==> config.mk <==
export PLATFORM = sky130hd
export DESIGN_NAME = microroc_sc_loader_flat
export DESIGN_NICKNAME = d
export VERILOG_FILES = /design/src/rtl/microroc_sc_pkg.sv /design/src/rtl/microroc_sc_loader_if.sv /design/src/rtl/sc_clk_phase_gen.sv /design/src/rtl/microroc_sc_loader.sv /design/src/flat_wrapper.sv
export SDC_FILE = /design/constraint.sdc
export NUM_CORES = 1
export LEC_CHECK = 0
export CAP_MARGIN = 20
export CORE_ASPECT_RATIO = 1.1
export CORE_MARGIN = 4
export CORE_UTILIZATION = 51
export DETAILED_ROUTE_END_ITERATION = 8
export GPL_ROUTABILITY_DRIVEN = 0
export GPL_TIMING_DRIVEN = 0
export PLACE_DENSITY = 0.81
export SKIP_LAST_GASP = 1
export SLEW_MARGIN = 25
export SYNTH_ARGS = -nofsm -noshare
export SYNTH_HDL_FRONTEND = slang
export SYNTH_SLANG_ARGS = --single-unit
==> constraint.sdc <==
create_clock -name Clk -period 2.9 [get_ports Clk]
set_clock_uncertainty 0.1 [all_clocks]
set_input_delay 0.29 -clock Clk [delete_from_list [all_inputs] [get_ports Clk]]
set_output_delay 0.29 -clock Clk [all_outputs]
set_load 0.02 [all_outputs]
==> src/rtl/microroc_sc_pkg.sv <==
// Shared definitions for the Microroc slow-control / read-register loader:
// FSM encoding, frame lengths, SC frame field offsets and frame builders.
package microroc_sc_pkg;

  typedef enum logic [1:0] {
    IDLE        = 2'd0,
    RESET_CHAIN = 2'd1,
    SHIFT       = 2'd2,
    DONE        = 2'd3
  } sc_state_e;

  localparam int SC_LENGTH = 286;
  localparam int RR_LENGTH = 64;

  // LSB position of each field inside the SC frame; bit SC_LENGTH-1 leaves first.
  localparam int DAC0_LSB  = 0;
  localparam int DAC1_LSB  = 10;
  localparam int DAC2_LSB  = 20;
  localparam int MASK_LSB  = 30;
  localparam int CTEST_LSB = 222;

  function automatic logic [SC_LENGTH-1:0] sc_frame(input logic [63:0]  ctest,
                                                    input logic [191:0] mask,
                                                    input logic [9:0]   dac2,
                                                    input logic [9:0]   dac1,
                                                    input logic [9:0]   dac0);
    logic [SC_LENGTH-1:0] f;
    f = '0;
    f[CTEST_LSB +: 64] = ctest;
    f[MASK_LSB +: 192] = mask;
    f[DAC2_LSB +: 10]  = dac2;
    f[DAC1_LSB +: 10]  = dac1;
    f[DAC0_LSB +: 10]  = dac0;
    return f;
  endfunction

  // The RR frame is MSB-aligned so both modes shift out of the same top bit.
  function automatic logic [SC_LENGTH-1:0] rr_frame(input logic [63:0] rr);
    logic [SC_LENGTH-1:0] f;
    f = '0;
    f[SC_LENGTH-1 -: RR_LENGTH] = rr;
    return f;
  endfunction

endpackage

==> src/rtl/microroc_sc_loader_if.sv <==
// Controller-side parameter inputs and ASIC-side shift-chain outputs of the loader.
interface microroc_sc_loader_if;
  logic         SCParameterLoad;
  logic         SCOrReadreg;
  logic [9:0]   Microroc10BitDac0;
  logic [9:0]   Microroc10BitDac1;
  logic [9:0]   Microroc10BitDac2;
  logic [191:0] MicrorocChannelMask;
  logic [63:0]  MicrorocCTestChannel;
  logic [63:0]  ReadregChannel;
  logic         SR_SELECT;
  logic         SR_RSTB;
  logic         SR_CK;
  logic         SR_IN;
  logic         Busy;
  logic         MicrorocConfigDone;

  modport master (
    output SCParameterLoad, SCOrReadreg, Microroc10BitDac0, Microroc10BitDac1,
           Microroc10BitDac2, MicrorocChannelMask, MicrorocCTestChannel, ReadregChannel,
    input  SR_SELECT, SR_RSTB, SR_CK, SR_IN, Busy, MicrorocConfigDone
  );

  modport slave (
    input  SCParameterLoad, SCOrReadreg, Microroc10BitDac0, Microroc10BitDac1,
           Microroc10BitDac2, MicrorocChannelMask, MicrorocCTestChannel, ReadregChannel,
    output SR_SELECT, SR_RSTB, SR_CK, SR_IN, Busy, MicrorocConfigDone
  );
endinterface

==> src/rtl/sc_clk_phase_gen.sv <==
// SR_CK phase generator: HALF_PERIOD cycles low then HALF_PERIOD cycles high per bit,
// with strobes on the first low cycle and the last high cycle; idles low when disabled.
module sc_clk_phase_gen #(
  parameter int HALF_PERIOD = 2
) (
  input  logic Clk,
  input  logic reset_n,
  input  logic en,
  output logic ck,
  output logic bit_start,
  output logic bit_end
);

  logic [7:0] cnt_r;
  logic       phase_r;
  logic       last_s;

  assign last_s = (cnt_r == 8'(HALF_PERIOD - 1));

  // Half-period counter and phase bit
  always_ff @(posedge Clk or negedge reset_n) begin
    if (!reset_n) begin
      cnt_r   <= 8'd0;
      phase_r <= 1'b0;
    end else if (!en) begin
      cnt_r   <= 8'd0;
      phase_r <= 1'b0;
    end else if (last_s) begin
      cnt_r   <= 8'd0;
      phase_r <= ~phase_r;
    end else begin
      cnt_r   <= cnt_r + 8'd1;
    end
  end

  assign ck        = phase_r;
  assign bit_start = en & ~phase_r & (cnt_r == 8'd0);
  assign bit_end   = en & phase_r & last_s;

endmodule

==> src/rtl/microroc_sc_loader.sv <==
// Latches the DAC/mask/CTest or read-register parameters on a load request and
// serializes them MSB first into the Microroc shift chain, then pulses ConfigDone.
module microroc_sc_loader
  import microroc_sc_pkg::*;
#(
  parameter int HALF_PERIOD = 2,
  parameter int RST_CYCLES  = 8
) (
  input  logic                 Clk,
  input  logic                 reset_n,
  microroc_sc_loader_if.slave  bus
);

  sc_state_e            state_r, state_s;
  logic                 load_q_r, armed_r, req_s, accept_s;
  logic [7:0]           rst_cnt_r;
  logic [8:0]           bit_cnt_r;
  logic [SC_LENGTH-1:0] frame_r;
  logic                 sel_r, rstb_r, busy_r, done_r;
  logic                 sr_ck_s, bit_end_s, unused_bit_start_s;

  // armed_r keeps a level held high across reset from looking like a fresh edge.
  assign req_s    = bus.SCParameterLoad & ~load_q_r & armed_r;
  assign accept_s = (state_r == IDLE) & req_s;

  // Load request edge detector
  always_ff @(posedge Clk or negedge reset_n) begin
    if (!reset_n) begin
      load_q_r <= 1'b0;
      armed_r  <= 1'b0;
    end else begin
      load_q_r <= bus.SCParameterLoad;
      armed_r  <= armed_r | ~bus.SCParameterLoad;
    end
  end

  // FSM state register
  always_ff @(posedge Clk or negedge reset_n) begin
    if (!reset_n) begin
      state_r <= IDLE;
    end else begin
      state_r <= state_s;
    end
  end

  // FSM next-state logic
  always_comb begin
    state_s = state_r;
    case (state_r)
      IDLE: begin
        if (req_s) state_s = RESET_CHAIN;
        else       state_s = IDLE;
      end
      RESET_CHAIN: begin
        if (rst_cnt_r == 8'(RST_CYCLES - 1)) state_s = SHIFT;
        else                                 state_s = RESET_CHAIN;
      end
      SHIFT: begin
        if (bit_end_s && (bit_cnt_r == 9'd0)) state_s = DONE;
        else                                  state_s = SHIFT;
      end
      DONE:    state_s = IDLE;
      default: state_s = IDLE;
    endcase
  end

  // Status outputs are registered from the next state so they line up with it
  always_ff @(posedge Clk or negedge reset_n) begin
    if (!reset_n) begin
      sel_r  <= 1'b1;
      rstb_r <= 1'b1;
      busy_r <= 1'b0;
      done_r <= 1'b0;
    end else begin
      rstb_r <= (state_s != RESET_CHAIN);
      busy_r <= (state_s == RESET_CHAIN) || (state_s == SHIFT);
      done_r <= (state_s == DONE);
      if (accept_s) sel_r <= bus.SCOrReadreg;
    end
  end

  // Shadow frame, chain-reset counter and bit counter
  always_ff @(posedge Clk or negedge reset_n) begin
    if (!reset_n) begin
      frame_r   <= '0;
      rst_cnt_r <= 8'd0;
      bit_cnt_r <= 9'd0;
    end else if (accept_s) begin
      frame_r   <= bus.SCOrReadreg ?
                   sc_frame(bus.MicrorocCTestChannel, bus.MicrorocChannelMask,
                            bus.Microroc10BitDac2, bus.Microroc10BitDac1,
                            bus.Microroc10BitDac0) :
                   rr_frame(bus.ReadregChannel);
      rst_cnt_r <= 8'd0;
    end else if (state_r == RESET_CHAIN) begin
      rst_cnt_r <= rst_cnt_r + 8'd1;
      bit_cnt_r <= sel_r ? 9'(SC_LENGTH - 1) : 9'(RR_LENGTH - 1);
    end else if (bit_end_s) begin
      // Zeros shift in, so SR_IN is already 0 when DONE is reached.
      frame_r <= {frame_r[SC_LENGTH-2:0], 1'b0};
      if (bit_cnt_r != 9'd0) bit_cnt_r <= bit_cnt_r - 9'd1;
    end
  end

  sc_clk_phase_gen #(.HALF_PERIOD(HALF_PERIOD)) u_phase (
    .Clk       (Clk),
    .reset_n   (reset_n),
    .en        (state_r == SHIFT),
    .ck        (sr_ck_s),
    .bit_start (unused_bit_start_s),
    .bit_end   (bit_end_s)
  );

  assign bus.SR_SELECT          = sel_r;
  assign bus.SR_RSTB            = rstb_r;
  assign bus.SR_CK              = sr_ck_s;
  assign bus.SR_IN              = frame_r[SC_LENGTH-1];
  assign bus.Busy               = busy_r;
  assign bus.MicrorocConfigDone = done_r;

endmodule

==> src/flat_wrapper.sv <==
// flat-port wrapper written by rule: the top's interface ports become plain ports
module microroc_sc_loader_flat import microroc_sc_pkg::*;
#(
  parameter int HALF_PERIOD = 2,
  parameter int RST_CYCLES  = 8
)
  (Clk, reset_n, bus_SCParameterLoad, bus_SCOrReadreg, bus_Microroc10BitDac0, bus_Microroc10BitDac1, bus_Microroc10BitDac2, bus_MicrorocChannelMask, bus_MicrorocCTestChannel, bus_ReadregChannel, bus_SR_SELECT, bus_SR_RSTB, bus_SR_CK, bus_SR_IN, bus_Busy, bus_MicrorocConfigDone);
  microroc_sc_loader_if bus_i ();
  input  logic Clk;
  input  logic reset_n;
  input wire logic [$bits(bus_i.SCParameterLoad)-1:0] bus_SCParameterLoad;
  input wire logic [$bits(bus_i.SCOrReadreg)-1:0] bus_SCOrReadreg;
  input wire logic [$bits(bus_i.Microroc10BitDac0)-1:0] bus_Microroc10BitDac0;
  input wire logic [$bits(bus_i.Microroc10BitDac1)-1:0] bus_Microroc10BitDac1;
  input wire logic [$bits(bus_i.Microroc10BitDac2)-1:0] bus_Microroc10BitDac2;
  input wire logic [$bits(bus_i.MicrorocChannelMask)-1:0] bus_MicrorocChannelMask;
  input wire logic [$bits(bus_i.MicrorocCTestChannel)-1:0] bus_MicrorocCTestChannel;
  input wire logic [$bits(bus_i.ReadregChannel)-1:0] bus_ReadregChannel;
  output wire logic [$bits(bus_i.SR_SELECT)-1:0] bus_SR_SELECT;
  output wire logic [$bits(bus_i.SR_RSTB)-1:0] bus_SR_RSTB;
  output wire logic [$bits(bus_i.SR_CK)-1:0] bus_SR_CK;
  output wire logic [$bits(bus_i.SR_IN)-1:0] bus_SR_IN;
  output wire logic [$bits(bus_i.Busy)-1:0] bus_Busy;
  output wire logic [$bits(bus_i.MicrorocConfigDone)-1:0] bus_MicrorocConfigDone;
  assign bus_i.SCParameterLoad = bus_SCParameterLoad;
  assign bus_i.SCOrReadreg = bus_SCOrReadreg;
  assign bus_i.Microroc10BitDac0 = bus_Microroc10BitDac0;
  assign bus_i.Microroc10BitDac1 = bus_Microroc10BitDac1;
  assign bus_i.Microroc10BitDac2 = bus_Microroc10BitDac2;
  assign bus_i.MicrorocChannelMask = bus_MicrorocChannelMask;
  assign bus_i.MicrorocCTestChannel = bus_MicrorocCTestChannel;
  assign bus_i.ReadregChannel = bus_ReadregChannel;
  assign bus_SR_SELECT = bus_i.SR_SELECT;
  assign bus_SR_RSTB = bus_i.SR_RSTB;
  assign bus_SR_CK = bus_i.SR_CK;
  assign bus_SR_IN = bus_i.SR_IN;
  assign bus_Busy = bus_i.Busy;
  assign bus_MicrorocConfigDone = bus_i.MicrorocConfigDone;
  microroc_sc_loader #(.HALF_PERIOD(HALF_PERIOD), .RST_CYCLES(RST_CYCLES)) u_core (.Clk(Clk), .reset_n(reset_n), .bus(bus_i));
endmodule
==> metrics, run 1 <==
status=finished, final reports clean; count leader, synth=dfrtp_1; CTS Buf Count=36; Achievable Freq=405.6 MHz; Gate Count Post-Synth=1814; vias=14890; syn nets=2174; RSZ-0062 raised after global routing=no; critical path type=flip-flop to flip-flop; initial antenna violation count=14; syn_area_per_cell=8.512 µm²; instance area at placement=19580 µm²; IO Port Bufs=358; Max rail drop VDD=0.3620 mV; Avg WL per Cell=17.43 µm; post-DP HPWL=33.55 mm; relative slew slack=0.3981; detailed router's first-iteration violation count=1344; PwrDens=460.5 nW/µm²; Final min period=2465 ps; period utilization=0.8501; I/O Pins=360; largest net degree at the start of global routing=97; Row Count=66; grt ovf=0; sequential-to-total area share from yosys stat=0.5188; leading area contributor after synthesis=dfrtp_1; Area contributors post-synth=dfrtp_1 (52%), a31oi_1 (9.0%), nand3_1 (7.5%); gr usage total=0.2664; r2r worst-path depth=8; Finished Cell Area=20710 µm²; FILL cells=2307; Final Hold Viols=0; met2 wire len=22.47 mm; final wirelength=45.60 mm; die footprint=33130 µm²; Initial Utilization=0.5194; mapped cell area=15440 µm²; Primary FF master, synth=dfrtp_1; Synth async-reset ratio=1.000; global-route wire length before repair=72.89 mm; Vert. Die Dim=190.5 µm; H-tree Lvls=2; clk_lat worst skew=510 ps; met1 WL=18.38 mm; static leakage=8.625 nW; worst-margin pin slew=902.9 ps; Slew Limit Fails=0; Worst EP required=3170 ps; critical path peak fanout=10; DRC viols=0; synth cell count leaders=dfrtp_1 (318), nor2_1 (306), nand2_1 (302); Antenna Violating Nets Remaining=0; number of flops mapped to enable cells by yosys=0; crit path DAT=2740 ps; Final nets=2574; Yosys reg bits=320; DIE WIDTH=173.9 µm; hold path depth=1; register clock-pin slew on the reported worst setup and hold paths=60 ps; clk sink count=320; DR pass1 iterations=6; CP Capture Type=flip-flop; largest buffer count on any clock path=3; final design utilization=0.6966; layout cells sized above 1=0.06670; vias per cell=5.693; DR top layer=met5; Final setup viols=0; clk root buf=clkbuf_16; Core ar.=29730 µm²; setup bufs post-CTS=0; vias in the first global route=14800; worst min path class=input pin to flip-flop; # Max-Cap Violations=0; Setup crit start kind=flip-flop; Layout area overhead=34.12%; top cell type's share of synthesized area=0.5154; met3 wire length=3.337 mm; Ys Warns=0; CTS tree=built; Netlist cell types=38
[flip-flops by register name (all words and copies together) (netlist names), 2 cells and up]
register and count:
u_core.u_phase.cnt_r 8, u_core.rst_cnt_r 8, u_core.bit_cnt_r 9, u_core.state_r 2, u_core.frame_r 286
[metal layers]
metal / vias up / global-route usage
li1: 7092 / -
met1: 7156 / 0.3324
met2: 533 / 0.4610
met3: 101 / 0.06286
met4: 12 / 0.08681
met5: - / 0
[stage by stage]
stage          setup slack (ps)  total power [mW]  hold WS, ps  TNS (ps)  cells
3_5_place_dp              230.8             5.306        249.8         0   2549
5_1_grt                   257.7             9.835        251.2         0   2615
4_1_cts                   459.5             9.604        202.3         0   2608
2_1_floorplan             854.5             4.672       -105.6         0   1814
3_3_place_gp             -12070             5.291        362.4  -3846360   2546
6_report                  434.8             9.537        216.5         0   2616
[worst max-delay path: stages (launching register included)]
cell and delay [ps]:
dfrtp_1 400, inv_1 60, ha_1 120, nor3b_1 310, nand4_1 270, nand2_2 320
buf_2 340, buf_2 290, a31oi_1 110
[layout by cell type, fill, tap and decap left out, drive strengths merged, types with 8 or more instances in the layout]
cell,Yosys,final
a31oi,222,222
a21oi,66,66
diode,0,8
nor2,306,306
nand3,231,231
buf,95,99
mux2i,64,64
nand2,304,304
o21ai,77,77
dfrtp,318,318
clkdlybuf4s50,0,357
clkbuf,67,116
[layout make-up]
cell class,count,area [µm²],area share
Clock inverter,9,78.83,0.003806
Buffer,162,743.2,0.03589
Inverter,6,22.52,0.001087
Timing Repair Buffer,362,3681,0.1777
Clock buffer,49,1021,0.04930
Tap cell,374,467.9,0.02260
Antenna cell,8,20.02,0.0009666
Multi-Input combinational cell,1326,6665,0.3218
Sequential cell,320,8010,0.3868
[power breakdown]
group	internal (mW)	total (mW)	switching, mW
clock	2.54	4.32	1.77
sequential	4.47	4.47	0.000240
combinational	0.483	0.755	0.272
total	7.49	9.54	2.05
[path summary, 6_finish.rpt]
kind / start / endpoint / slack [ps]
hold reg to reg: u_core.frame_r[260] / u_core.frame_r[260] / 380
min in group asynchronous: reset_n / u_core.frame_r[64] / 310
hold / removal: bus_SCParameterLoad / u_core.load_q_r / 220
setup / recovery: u_core.u_phase.cnt_r[1] / u_core.frame_r[220] / 430
max in group asynchronous: reset_n / u_core.frame_r[185] / 1260
setup reg to reg: u_core.u_phase.cnt_r[1] / u_core.frame_r[220] / 430
[cell families after synthesis]
| family | share of synthesized area |
|---|---|
| AND/OR/NAND/NOR | 0.2394 |
| AO/OA/AOI/OAI | 0.1380 |
| flip-flops | 0.5188 |
| buffers and inverters | 0.04959 |
| multiplexers | 0.04149 |
| XOR/XNOR | 0.007941 |
| adder cells (fa/ha/maj) | 0.004862 |
[repair_timing]
action / in CTS / in global routing
resized for setup: 0 / 0
hold buffers: 1 / 0
hold endpoints to repair: 88 / 0
(Power assumes the default switching activity.)
==> run 2: changes to the inputs <==
--- a/config.mk
+++ b/config.mk
@@ -10,7 +10,6 @@
 export CORE_MARGIN = 4
 export CORE_UTILIZATION = 51
 export DETAILED_ROUTE_END_ITERATION = 8
-export GPL_ROUTABILITY_DRIVEN = 0
 export GPL_TIMING_DRIVEN = 0
 export PLACE_DENSITY = 0.81
 export SKIP_LAST_GASP = 1
==> results of run 2 <==
The final DEF is identical to that of run 1; final timing and power are the same.
==> run 3: changes to the inputs <==
--- a/config.mk
+++ b/config.mk
@@ -12,6 +12,7 @@
 export DETAILED_ROUTE_END_ITERATION = 8
 export GPL_TIMING_DRIVEN = 0
 export PLACE_DENSITY = 0.81
+export SETUP_SLACK_MARGIN = 0.2
 export SKIP_LAST_GASP = 1
 export SLEW_MARGIN = 25
 export SYNTH_ARGS = -nofsm -noshare
==> results of run 3 <==
The final DEF is identical to that of run 1; final timing and power are the same.
